`src/rtl/calc_pkg.sv`:
```
// -----------------------------------------------------------------------------
// calc_pkg
// Shared definitions for the calculator entry controller:
//   - keypad key codes (digits 0-9 plus operator/clear/equals codes)
//   - arithmetic operator encodings driven on op_code
//   - controller state type
//   - default operand digit limit
// Configuration macro used by the top level: KEY_SYNC_EN (see calc_entry_fsm).
// -----------------------------------------------------------------------------
package calc_pkg;

  localparam logic [3:0] KEY_ADD = 4'd10;
  localparam logic [3:0] KEY_SUB = 4'd11;
  localparam logic [3:0] KEY_MUL = 4'd12;
  localparam logic [3:0] KEY_DIV = 4'd13;
  localparam logic [3:0] KEY_CLR = 4'd14;
  localparam logic [3:0] KEY_EQ  = 4'd15;

  localparam logic [1:0] OP_ADD = 2'b00;
  localparam logic [1:0] OP_SUB = 2'b01;
  localparam logic [1:0] OP_MUL = 2'b10;
  localparam logic [1:0] OP_DIV = 2'b11;

  localparam int MAX_DIGITS_DEF = 3;

  typedef enum logic [2:0] {
    ST_ENTER_A  = 3'd0,
    ST_OP_WAIT  = 3'd1,
    ST_ENTER_B  = 3'd2,
    ST_WAIT_RES = 3'd3,
    ST_SHOW     = 3'd4,
    ST_ERROR    = 3'd5
  } state_t;

  // True for the decimal digit keys 0..9.
  function automatic logic key_is_digit(input logic [3:0] code);
    return (code <= 4'd9);
  endfunction

  // True for the four arithmetic operator keys.
  function automatic logic key_is_op(input logic [3:0] code);
    return ((code >= KEY_ADD) && (code <= KEY_DIV));
  endfunction

  // Operator key code to op_code encoding.
  function automatic logic [1:0] key_to_op(input logic [3:0] code);
    logic [1:0] op;
    case (code)
      KEY_ADD: op = OP_ADD;
      KEY_SUB: op = OP_SUB;
      KEY_MUL: op = OP_MUL;
      KEY_DIV: op = OP_DIV;
      default: op = OP_ADD;
    endcase
    return op;
  endfunction

endpackage

```
`src/rtl/digit_accum.sv`:
```
// -----------------------------------------------------------------------------
// digit_accum
// Combinational decimal accumulator: next = cur*10 + digit, evaluated with four
// extra bits so an overflow past WIDTH bits is visible. The digit is accepted
// only when the result still fits in WIDTH bits and the operand has fewer than
// MAX_DIGITS digits so far.
// Ports:
//   cur_i    current operand value
//   digit_i  incoming decimal digit (0..9)
//   count_i  digits already entered for this operand
//   next_o   accumulated value (meaningful only when accept_o=1)
//   accept_o digit may be taken
// -----------------------------------------------------------------------------
module digit_accum #(
  parameter int WIDTH      = 8,
  parameter int MAX_DIGITS = 3,
  parameter int CNT_W      = 2
) (
  input  logic [WIDTH-1:0] cur_i,
  input  logic [3:0]       digit_i,
  input  logic [CNT_W-1:0] count_i,
  output logic [WIDTH-1:0] next_o,
  output logic             accept_o
);

  logic [WIDTH+3:0] wide_s;

  // Widened multiply-add and acceptance decision.
  always_comb begin
    wide_s = ({4'b0000, cur_i} * (WIDTH+4)'(10)) + (WIDTH+4)'(digit_i);
    next_o = wide_s[WIDTH-1:0];
    if ((wide_s[WIDTH+3:WIDTH] == 4'b0000) && (count_i < CNT_W'(MAX_DIGITS))) begin
      accept_o = 1'b1;
    end else begin
      accept_o = 1'b0;
    end
  end

endmodule

```
`src/rtl/calc_entry_fsm.sv`:
```
// -----------------------------------------------------------------------------
// calc_entry_fsm
// Operand/operator entry controller between the keypad stage and the
// arithmetic unit. Builds decimal operands, latches the operator, launches the
// arithmetic unit with a one-cycle calc_start and holds the displayed value.
// Ports:
//   clk, reset            clock, asynchronous active-low reset
//   key_value, key_valid  key code and its qualifier from the keypad stage
//   calc_done/result/err  completion handshake from the arithmetic unit
//   op_a, op_b, op_code   operands and operator to the arithmetic unit
//   calc_start            one-cycle launch pulse
//   disp_val              value for the display stage
//   error                 sticky error flag (cleared only by clear key/reset)
// Optional build macro KEY_SYNC_EN: key_valid is treated as an asynchronous
// level, synchronised by two flops, rising-edge detected, and key_value is
// registered on that edge (3 extra cycles of input latency). Without it,
// key_valid is a one-cycle clk-domain pulse used directly.
// -----------------------------------------------------------------------------
module calc_entry_fsm
  import calc_pkg::*;
#(
  parameter int WIDTH      = 8,
  parameter int MAX_DIGITS = MAX_DIGITS_DEF
) (
  input  logic             clk,
  input  logic             reset,
  input  logic [3:0]       key_value,
  input  logic             key_valid,
  input  logic             calc_done,
  input  logic [WIDTH-1:0] calc_result,
  input  logic             calc_err,
  output logic [WIDTH-1:0] op_a,
  output logic [WIDTH-1:0] op_b,
  output logic [1:0]       op_code,
  output logic             calc_start,
  output logic [WIDTH-1:0] disp_val,
  output logic             error
);

  localparam int CNT_W = $clog2(MAX_DIGITS + 1);

  logic             key_vld_s;
  logic [3:0]       key_code_s;

`ifdef KEY_SYNC_EN
  logic       sync1_q;
  logic       sync2_q;
  logic       sync3_q;
  logic       key_vld_q;
  logic [3:0] key_code_q;

  // Two-flop synchroniser, edge detect and key capture on the detected edge.
  always_ff @(posedge clk or negedge reset) begin
    if (!reset) begin
      sync1_q    <= 1'b0;
      sync2_q    <= 1'b0;
      sync3_q    <= 1'b0;
      key_vld_q  <= 1'b0;
      key_code_q <= 4'd0;
    end else begin
      sync1_q   <= key_valid;
      sync2_q   <= sync1_q;
      sync3_q   <= sync2_q;
      key_vld_q <= sync2_q & ~sync3_q;
      if (sync2_q && !sync3_q) begin
        key_code_q <= key_value;
      end
    end
  end

  assign key_vld_s  = key_vld_q;
  assign key_code_s = key_code_q;
`else
  assign key_vld_s  = key_valid;
  assign key_code_s = key_value;
`endif

  state_t           state_q;
  logic [WIDTH-1:0] op_a_q;
  logic [WIDTH-1:0] op_b_q;
  logic [1:0]       op_code_q;
  logic             calc_start_q;
  logic [WIDTH-1:0] disp_val_q;
  logic             error_q;
  logic [CNT_W-1:0] count_q;
  logic             pend_q;
  logic [1:0]       pend_code_q;

  logic             is_digit_s;
  logic             is_op_s;
  logic             is_clr_s;
  logic             is_eq_s;
  logic [WIDTH-1:0] acc_cur_s;
  logic [WIDTH-1:0] acc_d;
  logic             acc_ok_s;
  logic [WIDTH-1:0] digit_val_s;

  assign is_digit_s  = key_vld_s && key_is_digit(key_code_s);
  assign is_op_s     = key_vld_s && key_is_op(key_code_s);
  assign is_clr_s    = key_vld_s && (key_code_s == KEY_CLR);
  assign is_eq_s     = key_vld_s && (key_code_s == KEY_EQ);
  assign digit_val_s = WIDTH'(key_code_s);

  // Single accumulator shared between operands: B only while entering B.
  always_comb begin
    if (state_q == ST_ENTER_B) begin
      acc_cur_s = op_b_q;
    end else begin
      acc_cur_s = op_a_q;
    end
  end

  digit_accum #(
    .WIDTH      (WIDTH),
    .MAX_DIGITS (MAX_DIGITS),
    .CNT_W      (CNT_W)
  ) u_digit_accum (
    .cur_i    (acc_cur_s),
    .digit_i  (key_code_s),
    .count_i  (count_q),
    .next_o   (acc_d),
    .accept_o (acc_ok_s)
  );

  // Entry controller: state, operands, display and launch pulse.
  always_ff @(posedge clk or negedge reset) begin
    if (!reset) begin
      state_q      <= ST_ENTER_A;
      op_a_q       <= '0;
      op_b_q       <= '0;
      op_code_q    <= OP_ADD;
      calc_start_q <= 1'b0;
      disp_val_q   <= '0;
      error_q      <= 1'b0;
      count_q      <= '0;
      pend_q       <= 1'b0;
      pend_code_q  <= OP_ADD;
    end else begin
      calc_start_q <= 1'b0;
      // Clear beats everything, including a calc_done in the same cycle.
      if (is_clr_s) begin
        state_q     <= ST_ENTER_A;
        op_a_q      <= '0;
        op_b_q      <= '0;
        op_code_q   <= OP_ADD;
        disp_val_q  <= '0;
        error_q     <= 1'b0;
        count_q     <= '0;
        pend_q      <= 1'b0;
        pend_code_q <= OP_ADD;
      end else begin
        case (state_q)
          ST_ENTER_A: begin
            if (is_digit_s && acc_ok_s) begin
              op_a_q     <= acc_d;
              disp_val_q <= acc_d;
              count_q    <= count_q + CNT_W'(1);
            end else if (is_op_s) begin
              op_code_q <= key_to_op(key_code_s);
              state_q   <= ST_OP_WAIT;
            end
          end
          ST_OP_WAIT: begin
            // First digit of B starts a fresh operand; display follows it.
            if (is_digit_s) begin
              op_b_q     <= digit_val_s;
              disp_val_q <= digit_val_s;
              count_q    <= CNT_W'(1);
              state_q    <= ST_ENTER_B;
            end else if (is_op_s) begin
              op_code_q <= key_to_op(key_code_s);
            end
          end
          ST_ENTER_B: begin
            if (is_digit_s && acc_ok_s) begin
              op_b_q     <= acc_d;
              disp_val_q <= acc_d;
              count_q    <= count_q + CNT_W'(1);
            end else if (is_op_s || is_eq_s) begin
              // op_code must stay stable for the running calculation, so a
              // chaining operator is parked until the result comes back.
              calc_start_q <= 1'b1;
              state_q      <= ST_WAIT_RES;
              pend_q       <= is_op_s;
              pend_code_q  <= key_to_op(key_code_s);
            end
          end
          ST_WAIT_RES: begin
            if (calc_done) begin
              if (calc_err) begin
                error_q    <= 1'b1;
                disp_val_q <= '0;
                pend_q     <= 1'b0;
                state_q    <= ST_ERROR;
              end else begin
                op_a_q     <= calc_result;
                disp_val_q <= calc_result;
                if (pend_q) begin
                  op_code_q <= pend_code_q;
                  pend_q    <= 1'b0;
                  state_q   <= ST_OP_WAIT;
                end else begin
                  state_q <= ST_SHOW;
                end
              end
            end
          end
          ST_SHOW: begin
            if (is_digit_s) begin
              op_a_q     <= digit_val_s;
              disp_val_q <= digit_val_s;
              count_q    <= CNT_W'(1);
              state_q    <= ST_ENTER_A;
            end else if (is_op_s) begin
              op_code_q <= key_to_op(key_code_s);
              op_b_q    <= '0;
              state_q   <= ST_OP_WAIT;
            end
          end
          ST_ERROR: begin
            state_q <= ST_ERROR;
          end
          default: begin
            state_q <= ST_ENTER_A;
          end
        endcase
      end
    end
  end

  assign op_a       = op_a_q;
  assign op_b       = op_b_q;
  assign op_code    = op_code_q;
  assign calc_start = calc_start_q;
  assign disp_val   = disp_val_q;
  assign error      = error_q;

endmodule

```
`config.mk`:
```
export PLATFORM = sky130hd
export DESIGN_NAME = calc_entry_fsm
export DESIGN_NICKNAME = d
export VERILOG_FILES = /design/src/rtl/calc_pkg.sv /design/src/rtl/digit_accum.sv /design/src/rtl/calc_entry_fsm.sv
export SDC_FILE = /design/constraint.sdc
export NUM_CORES = 1
export LEC_CHECK = 0
export CAP_MARGIN = 5
export CORE_MARGIN = 5
export CORE_UTILIZATION = 53
export DETAILED_ROUTE_END_ITERATION = 8
export DONT_BUFFER_PORTS = 1
export GPL_ROUTABILITY_DRIVEN = 0
export HOLD_SLACK_MARGIN = 0.03
export PLACE_DENSITY = 0.77
export SYNTH_ARGS = -nofsm -noshare
export SYNTH_HDL_FRONTEND = slang
export SYNTH_HIERARCHICAL = 1
export SYNTH_SLANG_ARGS = --single-unit
```
`constraint.sdc`:
```
create_clock -name clk -period 11.1 [get_ports clk]
set_input_delay 0.555 -clock clk [delete_from_list [all_inputs] [get_ports clk]]
set_output_delay 0.555 -clock clk [all_outputs]
set_load 0.02 [all_outputs]
```
==> metrics.cfg <==
[worst_setup_path]
crit_chain = nand2b_1 > nor2_1 > mux2_2 > ha_1 > ha_1 > inv_1 > fa_1 > nand2b_1 > nor3_1 > nand4b_1 > a21oi_2 > nor2b_1 > o21ai_0 > a21oi_2 > and3_1 > nor2_1
startpoint_type = register
worstSetupPathType = register to register
worst-endpoint-arrival_ns = 5.77
slowest_stage = nor2_1
end_kind = register
path_max_fanout = 29
max_stage_delay_ns = 0.78
cp.required_ns = 11.28

[pwr]
power.density_nw_per_um2 = 406.9
vdd_drop_max_v = 0.0002299
p_leak_nw = 1.350

[drt]
firstDrtPassIters = 5
vias = 2511
post-route-drc-count = 0
routed_via_density = 6.522
finalWirelength_um = 7593
wl_per_cell_um = 19.72
drt-initial-drc-count = 427
ant_nets = 0

[timing]
max_clock_freq_ghz = 0.1790
fin_worst_skew_ns = 0.006997
fin_crit_ns = 5.587
hold_viol = 0
fin_crit_sh_pct = 50.33
tightestPinTransition_ns = 1.012
rsz0062_at_grt = false
setup_tns_ns = 0
setup_violations = 0
finalMaxSlewViolations = 0
max-slew-margin-rel_pct = 32.52

[final_layout]
drive_above_1_share_pct = 15.02
finalNonFillerCells = 385
filler_cell_count = 477
final_common_cell = dfrtp_1
antenna_cells = 0
finish.utilization_pct = 56.29
syn2layout_area_growth_pct = 4.410
final_cell_area_um2 = 3080
finalNetCount = 346
mostFrequentLayoutCells = dfrtp_1, nor2_1, nand2_1, a22oi_1, mux2_2

[grt]
globalRouteTotalUtil_pct = 22.02
grt_start_max_net_pins = 37
antenna_found_initial = 0
grt_pass1_vias = 2488
grt_pass1_wl_um = 12770
grt-ovfl-total = 0

[logic_synthesis]
yosysSeqAreaShare_pct = 30.53
synthesis.nets = 361
synth_cells = 327
synthAdderAreaFrac_pct = 7.718
synthMuxAreaShare_pct = 7.718
synthFlopType = dfrtp_1
synth_edf_count = 0
synth_compound_gate_area_share_pct = 26.08
synth_xor_area_share_pct = 3.223
syn-cell-area_um2 = 2950
synthArstFlopShare_pct = 100.0
synth_largest_area_cell = dfrtp_1
synth.distinct_cells = 65
ys_warn_count = 6
synth_top_family_by_area = compound AO/OA/AOI/OAI gates
ys_top_cells_by_area = dfrtp_1, mux2_2, ha_1
synth_top_area_share_pct = 30.53
synth-simple-area-share_pct = 18.24
avgSynthCellArea_um2 = 9.022
ys_seq_elements = 36

[clocking]
cts_resized = 0
cts.sinks = 36
clock_latency_ns = 0.29
root_buffer = clkbuf_8
htreeDepth = 2
cts-buffers-inserted = 5
clock_path_buffers = 2
clk_pin_slew_worst_paths_ns = 0.08
cts_setup_buffers = 0
cts_tree = built
cts_hold_buffers = 1

[die]
die-area_um2 = 7159
start_util_pct = 53.91
row_count = 27
io_pins = 45
core_um2 = 5473
die_w_um = 84.61
die_h_um = 84.61

[hold_path]
hold_path_class = input pin to asynchronous set/reset pin

[place]
port_buffers = 0
placed_cells = 376
placed_area_um2 = 2902
dp_hpwl_um = 5521

[flow_run]
max_cap_violations = 0

[run_status]
outcome = finished, final reports clean

logic make-up after synthesis:
logic type / after synthesis
AND/OR/NAND/NOR: 105
AO/OA/AOI/OAI: 103
buffers and inverters: 36
flip-flops: 36
multiplexers: 20
adder cells (fa/ha/maj): 17
XOR/XNOR: 10
layer usage:
| layer | vias up | GRT usage, % | part of all wire (%) |
|---|---|---|---|
| met5 | - | 0 | 0 |
| met4 | 0 | 7.770 | 2.1 |
| met3 | 15 | 6.379 | 8.7 |
| met2 | 144 | 34.38 | 46 |
| met1 | 1179 | 29.11 | 43 |
| li1 | 1173 | - | - |
stage by stage:
step / hold WS (ns) / setup WS [ns] / power [W]
3_3_place_gp: 0.2603 / 5.900 / 0.001052
5_1_grt: 0.09253 / 5.105 / 0.001359
2_1_floorplan: 0.2594 / 6.956 / 0.0009328
4_1_cts: 0.09783 / 5.635 / 0.001240
3_5_place_dp: 0.2603 / 5.650 / 0.001068
6_report: 0.07845 / 5.513 / 0.001253
final cells by class:
cell class / count / area, um^2 / share of cell area [%]
well taps: 72 / 90.09 / 2.924
clock buffers: 5 / 68.82 / 2.234
repair buffers: 2 / 27.53 / 0.8936
multi-input cells: 255 / 1858 / 60.32
clock inverters: 3 / 90.09 / 2.924
flip-flops and latches: 36 / 900.9 / 29.24
inverters: 12 / 45.04 / 1.462
cell usage after synthesis, types with 2 or more instances:
master,n
dfrtp_1,36
nor2_1,31
nand2_1,25
a22oi_1,20
mux2_2,18
a21oi_1,15
ha_1,15
buf_2,11
inv_1,11
o21ai_0,11
and3_1,8
a22o_1,7
buf_4,7
nand3_1,6
nor2b_1,6
o22ai_1,6
xnor2_1,6
a211oi_1,5
a21o_1,5
nor3_1,5
a2bb2oi_1,4
nand2b_1,4
o22a_1,4
a21oi_2,3
clkbuf_1,3
nand3b_1,3
nor2_2,3
o21a_1,3
xor2_1,3
a31oi_1,2
and2_1,2
buf_6,2
fa_1,2
nand4_1,2
o211ai_1,2
o31ai_1,2
report_power, final:
part | total [W] | switching, W | internal, W
combinational | 0.000765 | 0.000430 | 0.000335
sequential | 0.000325 | 0.000135 | 0.000190
clock | 0.000164 | 0.0000513 | 0.000112
worst max-delay path, delay by kind of cell (launching register included):
family,cells,cell delay [ns]
simple gates,8,2.37
compound gates,3,0.87
buf+inv,1,0.07
fa+ha+maj,3,0.95
flops,1,0.76
mux,1,0.45
flip-flops by register name, summed over array words and instances, names as in the netlist:
name	flops
pend_q	1
disp_val	8
state_q	3
op_code	2
error	1
count_q	2
op_b	8
pend_code_q	2
op_a	8
calc_start	1
path summary, 6_finish.rpt:
kind,slack [ns],endpoint,startpoint,cells past startpoint
max,5.51,disp_val[0],state_q[2],16
min,0.08,op_a[2],reset,1
max in group asynchronous,10.82,op_a[6],reset,1
min in group clk,0.41,pend_code_q[0],key_value[3],2
max reg2reg,5.51,disp_val[0],state_q[2],16
min reg2reg,0.53,pend_code_q[0],pend_code_q[0],2
(Power assumes the default switching activity.)
